[src/rtl/vmx_acc_drain.sv]
// Accumulates PE-column partial sums across K-tiles and buffers results in a small FIFO.
// Optional build macro VMX_DRAIN_SAT_EN: saturate accumulation at all-ones instead of wrapping.
module vmx_acc_drain #(
   parameter int SUM_W      = 32,
   parameter int ACC_W      = 48,
   parameter int FIFO_DEPTH = 4
) (
   input  logic             clk,
   input  logic             rst,
   input  logic             in_valid,
   input  logic [SUM_W-1:0] in_sum,
   input  logic             in_simd,
   input  logic             in_first,
   input  logic             in_last,
   output logic             in_ready,
   output logic             out_valid,
   input  logic             out_ready,
   output logic [ACC_W-1:0] out_data,
   output logic             out_simd,
   output logic [7:0]       beat_cnt,
   output logic [1:0]       err
);

   localparam int SL_W  = SUM_W / 2;
   localparam int AL_W  = ACC_W / 2;
   localparam int PTR_W = (FIFO_DEPTH > 1) ? $clog2(FIFO_DEPTH) : 1;
   localparam int CNT_W = PTR_W + 1;

   typedef enum logic {IDLE, ACCUM} state_t;

   state_t               state;
   logic [ACC_W-1:0]     acc_p1;
   logic                 mode_p1;
   logic [ACC_W:0]       mem [FIFO_DEPTH];
   logic [PTR_W-1:0]     wr_ptr;
   logic [PTR_W-1:0]     rd_ptr;
   logic [CNT_W-1:0]     count;

   logic                 restart;
   logic                 accept;
   logic                 mode_use;
   logic [ACC_W-1:0]     acc_base;
   logic [ACC_W-1:0]     acc_nxt;
   logic                 push;
   logic                 pop;
   logic                 full;
   logic                 wr_en;
   logic                 proto_err;

   function automatic logic [AL_W-1:0] add_lane(input logic [AL_W-1:0] a, input logic [AL_W-1:0] b);
      logic [AL_W:0] s;
      s = {1'b0, a} + {1'b0, b};
`ifdef VMX_DRAIN_SAT_EN
      if (s[AL_W]) return '1;
`endif
      return s[AL_W-1:0];
   endfunction

   function automatic logic [ACC_W-1:0] add_full(input logic [ACC_W-1:0] a, input logic [ACC_W-1:0] b);
      logic [ACC_W:0] s;
      s = {1'b0, a} + {1'b0, b};
`ifdef VMX_DRAIN_SAT_EN
      if (s[ACC_W]) return '1;
`endif
      return s[ACC_W-1:0];
   endfunction

   // Lanes are independent in SIMD mode: no carry crosses the AL_W boundary.
   function automatic logic [ACC_W-1:0] accumulate(input logic [ACC_W-1:0] a,
                                                   input logic [SUM_W-1:0] sum,
                                                   input logic             simd);
      logic [ACC_W-1:0] r;
      if (simd) begin
         r[AL_W-1:0]     = add_lane(a[AL_W-1:0],     AL_W'(sum[SL_W-1:0]));
         r[ACC_W-1:AL_W] = add_lane(a[ACC_W-1:AL_W], AL_W'(sum[SUM_W-1:SL_W]));
      end else begin
         r = add_full(a, ACC_W'(sum));
      end
      return r;
   endfunction

   // Stage p0: a first beat always opens a new group, even mid-group.
   always_comb begin
      restart   = in_valid & in_first;
      accept    = in_valid & ((state == ACCUM) | in_first);
      mode_use  = restart ? in_simd : mode_p1;
      acc_base  = restart ? '0 : acc_p1;
      acc_nxt   = accumulate(acc_base, in_sum, mode_use);
      push      = accept & in_last;
      pop       = out_valid & out_ready;
      full      = (count == CNT_W'(FIFO_DEPTH));
      wr_en     = push & (!full | pop);
      proto_err = in_valid & (((state == IDLE) & !in_first) |
                              ((state == ACCUM) & in_first) |
                              ((state == ACCUM) & !in_first & (in_simd != mode_p1)));
   end

   assign out_valid = (count != '0);
   assign in_ready  = !full | pop;
   assign out_data  = out_valid ? mem[rd_ptr][ACC_W-1:0] : '0;
   assign out_simd  = out_valid ? mem[rd_ptr][ACC_W] : 1'b0;

   // Stage p1: accumulator, group FSM, FIFO pointers and sticky errors.
   always_ff @(posedge clk) begin
      if (rst) begin
         state    <= IDLE;
         acc_p1   <= '0;
         mode_p1  <= 1'b0;
         beat_cnt <= '0;
         wr_ptr   <= '0;
         rd_ptr   <= '0;
         count    <= '0;
         err      <= '0;
      end else begin
         if (accept) begin
            acc_p1  <= acc_nxt;
            mode_p1 <= mode_use;
            state   <= in_last ? IDLE : ACCUM;
            if (restart)
               beat_cnt <= 8'd1;
            else if (beat_cnt != 8'hFF)
               beat_cnt <= beat_cnt + 8'd1;
         end
         if (proto_err)
            err[0] <= 1'b1;
         if (push & full & !pop)
            err[1] <= 1'b1;
         if (wr_en)
            wr_ptr <= wr_ptr + 1'b1;
         if (pop)
            rd_ptr <= rd_ptr + 1'b1;
         case ({wr_en, pop})
            2'b10:   count <= count + 1'b1;
            2'b01:   count <= count - 1'b1;
            default: count <= count;
         endcase
      end
   end

   always_ff @(posedge clk) begin
      if (wr_en)
         mem[wr_ptr] <= {mode_use, acc_nxt};
   end

endmodule

[config.mk]
export PLATFORM = sky130hd
export DESIGN_NAME = vmx_acc_drain
export DESIGN_NICKNAME = d
export VERILOG_FILES = /design/src/rtl/vmx_acc_drain.sv
export SDC_FILE = /design/constraint.sdc
export NUM_CORES = 1
export LEC_CHECK = 0
export ABC_AREA = 1
export BUFFER_PORTS_ARGS = -buffer_cell sky130_fd_sc_hd__buf_2
export CAP_MARGIN = 0
export CORE_MARGIN = 5
export CORE_UTILIZATION = 54
export CTS_CLUSTER_DIAMETER = 150
export DETAILED_ROUTE_END_ITERATION = 7
export PLACE_DENSITY = 0.69
export SYNTH_ARGS = -nofsm -noshare
export SYNTH_HDL_FRONTEND = slang
export SYNTH_SLANG_ARGS = --single-unit
[constraint.sdc]
create_clock -name clk -period 5.6 [get_ports clk]
set_clock_uncertainty 0.15 [all_clocks]
set_input_delay 1.12 -clock clk [delete_from_list [all_inputs] [get_ports clk]]
set_output_delay 1.12 -clock clk [all_outputs]
set_load 0.02 [all_outputs]
==> results of run 1 <==
stage by stage:
step	cell area [sq um]	total power [mW]	utilization (%)	hold slack [ns]	std cells
6_report	16900	5.66	61.1	0.313	2366
5_1_grt	16900	5.92	61.1	0.340	2366
4_1_cts	16900	5.68	61.1	0.312	2366
3_5_place_dp	16000	3.73	57.6	0.300	2316
3_3_place_gp	16000	3.71	57.6	0.298	2316
2_1_floorplan	15100	3.27	-	0.280	1892
registers in the layout, summed over array words and instances (netlist names), named ones only:
signal,flops
mode_p1,1
wr_ptr,2
rd_ptr,2
state,1
mem,196
count,3
beat_cnt,8
acc_p1,48
err,2
metal layers:
metal / share of wire, % / up-vias / track usage (%)
li1: - / 6444 / -
met1: 46 / 6070 / 40.4
met3: 7.9 / 73 / 3.49
met4: 2.5 / 0 / 7.06
met2: 44 / 490 / 42.1
met5: 0 / - / 0
final cells by class:
type	instances	share of cell area [%]
Sequential cell	265	43.0
Multi-Input combinational cell	1334	39.9
Inverter	227	5.06
Clock buffer	29	4.09
Timing Repair Buffer	112	3.50
Tap cell	378	2.79
Clock inverter	21	1.64
cell families (layout without fill, tap and decap cells):
group                    after synthesis  after routing
AO/OA/AOI/OAI                        387            387
XOR/XNOR                              29             29
adder cells (fa/ha/maj)               52             52
buffers and inverters                293            389
flip-flops                           265            265
AND/OR/NAND/NOR                      866            866
path summary, 6_finish.rpt:
kind,slack (ns),end,startpoint,cells past startpoint
hold reg to reg,0.31,acc_p1[1]$_SDFFE_PP0P_,acc_p1[1]$_SDFFE_PP0P_,2
setup / recovery,1.35,out_data[24],flop,5
hold / removal,0.31,acc_p1[1]$_SDFFE_PP0P_,acc_p1[1]$_SDFFE_PP0P_,2
setup reg to reg,2.33,mem[3][46]$_DFFE_PP_,acc_p1[24]$_SDFFE_PP0P_,17
layout by cell type (no fill, tap or decap), drive strengths merged:
cell and n:
nand2 355, nor2 338, inv 224, o21ai 197
edfxtp 196, a21oi 173, nand3 112, buf 112
dfxtp 69, ha 49, clkbuf 29, xor2 24
nand4 22, nor3 20, clkinv 16, or2 7
bufinv 6, o21bai 5, xnor2 5, and3 4
nand3b 4, fa 3, a21o 2, nor4 2
a211oi 2, clkinvlp 2, a21boi 2, a31oi 2
o22ai 1, nand2b 1, o32a 1, o211ai 1
o2111ai 1, nor3b 1
report_power, final:
| part | internal, mW | total [mW] | switching, mW | leakage (nW) |
|---|---|---|---|---|
| registers | 2.25 | 2.31 | 0.0564 | 2.36 |
| clock network | 1.18 | 1.95 | 0.773 | 0.474 |
| logic | 0.376 | 1.40 | 1.02 | 4.61 |
worst max-delay path, cell delays in order (launching register included):
cell,delay (ns)
dfxtp_4,0.48
inv_2,0.63
buf_4,0.53
o21ai_0,0.18
a21oi_1,0.28
buf_2,0.24
==> metrics list, run 1 <==
- Adder and majority cell fraction of the synthesized area: 4.45%
- Share of the clock period used by the worst path: 75.8%
* Total of cells resized after clock tree synthesis: 0
- Summed over all failing endpoints, the final setup total negative slack is 0 ns.
- Setup violations remaining at the end of the flow were counted as 0.
* I/O Pins: 100
- The synthesized netlist devotes 13.3% of its cell area to compound gates.
- The die covers 0.0315 sq mm.
* Cell taking the most area after synthesis: edfxtp_1
- Vias post-DR: 13,100
* Clock sink count: 265
* Post-synthesis instance total: 1,892
- After floorplanning, the core was sized to cover 0.0277 sq mm.
* Relative slew margins: 31.3%
- Using the TritonRoute via totals, the vias-per-cell ratio works out to 5.53.
- The detail route stage leaves a number of antenna-violating nets equal to 0.
- The worst setup path is of the reg -> out kind.
* Via count of the first global-routing pass: 12,200
- Startpoint type of the worst setup path: flop
- Top post-synthesis cells by area: edfxtp_1, dfxtp_1, nand2_1
- Number of core rows: 61
- In the synthesized netlist the async set-or-reset flop fraction comes to 0%.
- Setup slack of the critical path after layout: 1.35 ns
- For the pin with the worst max-slew slack, the measured transition is 1.03 ns.
- Yosys instantiated no cell more often than nand2_1.
- Flops & latches, synth: 265
- Post-synthesis mux area share: 0%
- Clock buffer count from CTS: 27
* # DRC: 0
- Cells with a size suffix above 1 make up 12.0% of the layout.
- Number of different library cells in the post-synthesis netlist: 52
- Proportion of synthesized chip area in sequential cells: 48.0%
- Post-Syn Nets: 1,983
- In this run the deepest clock path goes through 3 buffers.
* Largest net degree at the start of global routing: 66
* H-tree lvl count: 1
* Setup repair after global routing missed its margin: no
* Data arrival time of the critical path: 2.98 ns
- The filler cells instantiated in the layout total 2,550.
* Area occupied by multi-input gates: 0.00676 sq mm
- Final Hold Fails: 0
- Number of flops mapped to enable cells by yosys: 196
- The initial antenna violation count was 0.
- TritonCTS built the clock tree.
* Outcome: finished clean
- Across the run, the number of max-cap violations was 0.
* Buffer type at the clock tree root: clkbuf_16
- Total number of nets in the final design: 2,058
- After synthesis, the mean cell area works out to 8.00 sq um.
* Area of the mapped netlist: 0.0151 sq mm
* Most frequent cells after synthesis: nand2_1, nor2_1, inv_1, edfxtp_1, o21ai_0
- Leak: 7.44 nW
* Number of detailed-route iterations in the first pass: 5
- In the final routed layout, each cell accounts on average for 18.2 um.
* Biggest fanout along the worst timing path: 51
- The repair_antennas step left the layout with diodes totalling 0.
* Total track usage: 27.1%
- At the placement stage, the worst setup path has a slack of 1.01 ns.
* IR Drop Worst-Case VDD: 0.000226 V
- The floorplan step set the die height to 177 um.
- Post-CTS timing repair inserted 0 buffers for setup.
- Power density relative to cell area: 334 mW/mm^2
* Largest family of logic cells by synthesized area: simple AND/OR/NAND/NOR gates
- Type of destination of the critical path: primary output
- The share of synthesized area in the top cell type comes to 38.9%.
- HP Class: reg -> reg
- The first global-routing pass estimated 67,100 um of wire.
- After Yosys synthesis, XOR and XNOR cells account for 1.68% of the synthesized area.
- Summed over all layers, the global routing overflow is 0.
* Maximum clock rate: 236 MHz
- Violation count after the first detailed-routing iteration: 1,362
- After Yosys synthesis, and, or, nand and nor cells account for 25.1% of the synthesized area.
- Port Buffer Count: 99
* DRT Wirelength: 42,900 um
- Half-perimeter wire length after placement: 30,600 um
- Clock latency on the worst-skew pair: 0.56 ns
- Die width: 177 um
- For the finished layout, the period the worst path requires is 4.25 ns.
- Final Slew Violations: 0
* Area used by sequential logic in the layout: 0.00727 sq mm
- For this configuration, the core starts out at a cell density of 54.6%.
- Final GP Congestion: 1.01
- Prevailing post-synth register cell: edfxtp_1
* YS warnings: 0
- The area growth from synthesis to layout is 11.8%.
- Data on the critical path is required at its endpoint by 4.33 ns.
* Total of hold buffers inserted after clock tree synthesis: 0
- After clock tree synthesis, the clock-pin slew on the worst setup and hold paths is 0.06 ns.
No activity file was read; power rests on OpenSTA's default activity.
==> run 2: changes to the inputs <==
==> constraint.sdc (replaced) <==
create_clock -name clk -period 4.2 [get_ports clk]
set_clock_uncertainty 0.15 [all_clocks]
set_input_delay 0.84 -clock clk [delete_from_list [all_inputs] [get_ports clk]]
set_output_delay 0.84 -clock clk [all_outputs]
set_load 0.02 [all_outputs]
==> run 2 against run 1 <==
First-iteration DRC count is 17% lower. Worst hold slack got worse by 0.0032 ns. Global-route usage shrank 0.32 points. Sequential share of layout area is 0.22 points lower. Via count shrank 0.53%. Total power grew 30%. Clock power rose by 23%. Highest routed layer unchanged. Wire length fell by 1.6%. Die area is the same. Cell count rose by 0.46%. Flip-flop and latch count is the same. Combinational power up 37%. Largest cell class unchanged. Critical path type is now in -> reg.
==> metrics list, run 2 (synthesis results as in run 1) <==
- Summed over all nets, the half-perimeter wirelength after detailed placement is 30,600 um.
- The longest clock path from root to sink contains 3 buffers.
- Fill count: 2,495
- The worst hold path begins at acc_p1[1]$_SDFFE_PP0P_.
* Total track usage: 26.8%
- Commonest non-fill, non-tap cell in the layout: nand2_1
* # DRC: 0
- Most used cell along the critical path: nand2_1
- The critical path contains buffers and inverters numbering 4 combined.
- Crit-path slowest cell: buf_4
- The number of global-route vias before repair was 12,100.
* Setup slack of the critical path after layout: 0.737 ns
- The register with the most flip-flops in the final layout is mem.
- In this run the power density over the cells is 434 mW/mm^2.
- Clock latency on the worst-skew pair: 0.54 ns
* I/O Pins: 100
- The run finished with clean final reports.
- Required time worst endpoint: 4.31 ns
* Worst-case hold path end point: acc_p1[1]$_SDFFE_PP0P_
- Setup TNS: 0 ns
- Depth of the worst register-to-register path: 17
* Area of the core: 0.0277 sq mm
- Buffer type at the clock tree root: clkbuf_16
- Vias post-DR: 13,000
* Largest net degree at the start of global routing: 66
- Final Slew Violations: 0
- The count of cells in the finished layout, fillers not included, comes to 2,377.
- The area growth from synthesis to layout is 12.4%.
* Total of hold buffers inserted after clock tree synthesis: 0
- Placed cell areas: 0.0161 sq mm
- The worst setup path is launched from a primary input.
* Origin of the critical flop-to-flop path: acc_p1[24]$_SDFFE_PP0P_
- Input and output buffers added on the ports amount to 99.
- IR Drop Worst-Case VDD: 0.000375 V
- Endpoints failing setup: 0
- Min cycle time layout: 3.46 ns
- The critical path goes through buf_2 -> nand2_4 -> buf_4 -> nand2_1 -> inv_1 -> ha_1 -> nand2_1 -> nor2_1 -> inv_1 -> nor3_1 -> a21oi_1 -> o21bai_1 -> a21oi_1 -> o21ai_0 -> nand2_1.
* Leading registers by flop count: mem x196, acc_p1 x48, beat_cnt x8
- In this run the number of H-tree levels came out at 1.
* Reg2reg setup slack: 1.22 ns
- Final hold analysis gives a worst-case slack of 0.310 ns.
- Cell class contributing the biggest share of worst-path delay: simple AND/OR/NAND/NOR gates
- Final standard cell area without fillers: 0.0170 sq mm
- The min-delay analysis places its worst path in the category reg -> reg.
- The top cell types in the final layout, fill and taps aside, are nand2_1, nor2_1, inv_1.
- Clock tree synthesis found a total of 265 sinks.
- Die Height: 177 um
- Core occupancy in the finished layout: 61.4%
* Initial core utilization: 54.6%
* Data arrival time of the critical path: 3.57 ns
- At the placement stage, the worst setup path has a slack of 0.219 ns.
* Total Die Area: 0.0315 sq mm
- The register with the most flip-flops in the layout has 196 of them.
- In the final routed layout, each cell accounts on average for 17.8 um.
- Antenna violations before repair: 1
- Total of cells resized after clock tree synthesis: 0
- The worst register-to-register path ends at mem[1][46]$_DFFE_PP_.
- Setup repair after global routing left no endpoint under its margin.
* Final Hold Fails: 0
- The repair_antennas step left the layout with diodes totalling 0.
- After the last flow step, the layout net total stands at 2,069.
- Placed cell count: 2,327
- After detailed routing, the total wire length is 42,300 um.
- Maximum clock rate: 289 MHz
- Type of the worst setup path: in -> reg
- Worst Max-Slew Pin Slew: 0.750 ns
- Remaining number of nets flagged by the antenna check after routing: 0
- CP peak stage delay: 0.45 ns
* Total congestion overflow: 0
- Number of core rows: 61
- Max-Cap Viols: 0
* Average via count per standard cell: 5.47
- Violation count after the first detailed-routing iteration: 1,137
- In this run, CTS created clock tree buffers numbering 27.
- Number of cells on the worst hold path: 2
* Layout cells sized above 1: 12.5%
- Post-CTS Setup Bufs: 0
- The first global-routing pass estimated 66,400 um of wire.
* Share of the clock period used by the worst path: 82.4%
* Relative slew margins: 49.9%
* Biggest fanout along the worst timing path: 32
* Number of detailed-route iterations in the first pass: 5
- Summed over all cells, the static leakage comes to 7.48 nW.
- CTS tree: built
- Post-layout power: 7.38 mW
* Die width: 177 um
* Final GP Congestion: 0.962
* Type of destination of the critical path: flop
- After clock tree synthesis, the clock-pin slew on the worst setup and hold paths is 0.06 ns.
[run 2: worst register-to-register path: stages (launching register included)]
cell and delay, ns:
dfxtp_1 0.31, inv_1 0.04, nor2_1 0.15, ha_1 0.33
fa_1 0.25, nand2_1 0.08, a21oi_1 0.25, nand3_1 0.15
nand2_1 0.15, nand3_1 0.08, nand2_1 0.13, nand3_1 0.08
nand2_1 0.14, nand4_1 0.13, nand2_1 0.11, nand2_1 0.05
nand2_1 0.07, inv_1 0.07
[run 2: how the worst max path moves through the flow]
| stage | end | startpoint | cells past startpoint | slack [ns] |
|---|---|---|---|---|
| detailed placement | mem[1][39]$_DFFE_PP_ | in_valid | 15 | 0.22 |
| CTS | mem[1][39]$_DFFE_PP_ | in_valid | 15 | 0.76 |
| floorplan | mem[0][0]$_DFFE_PP_ | in_first | 10 | -0.40 |
| finish | mem[1][39]$_DFFE_PP_ | in_valid | 15 | 0.74 |
| global route | mem[1][39]$_DFFE_PP_ | in_valid | 15 | 0.48 |
| global placement | mem[1][39]$_DFFE_PP_ | in_valid | 15 | 0.23 |
[run 2: final cells by class]
cell class | instances | area (sq um) | share of cell area, %
Multi-Input combinational cell | 1334 | 6760 | 39.7
Sequential cell | 265 | 7270 | 42.7
Clock buffer | 38 | 798 | 4.69
Clock inverter | 12 | 104 | 0.610
Inverter | 227 | 857 | 5.04
Timing Repair Buffer | 123 | 751 | 4.41
Tap cell | 378 | 473 | 2.78
[run 2: power breakdown]
| part | total [mW] | internal [mW] | switching (mW) |
|---|---|---|---|
| combinational | 1.92 | 0.532 | 1.38 |
| clock | 2.40 | 1.39 | 1.01 |
| sequential | 3.06 | 3.00 | 0.0629 |
[run 2: layer usage]
metal  GRT usage, %  wire, um
met1           41.3     19900
met3           3.37      3050
met2           40.2     18100
met5              0         0
met4           6.86      1150
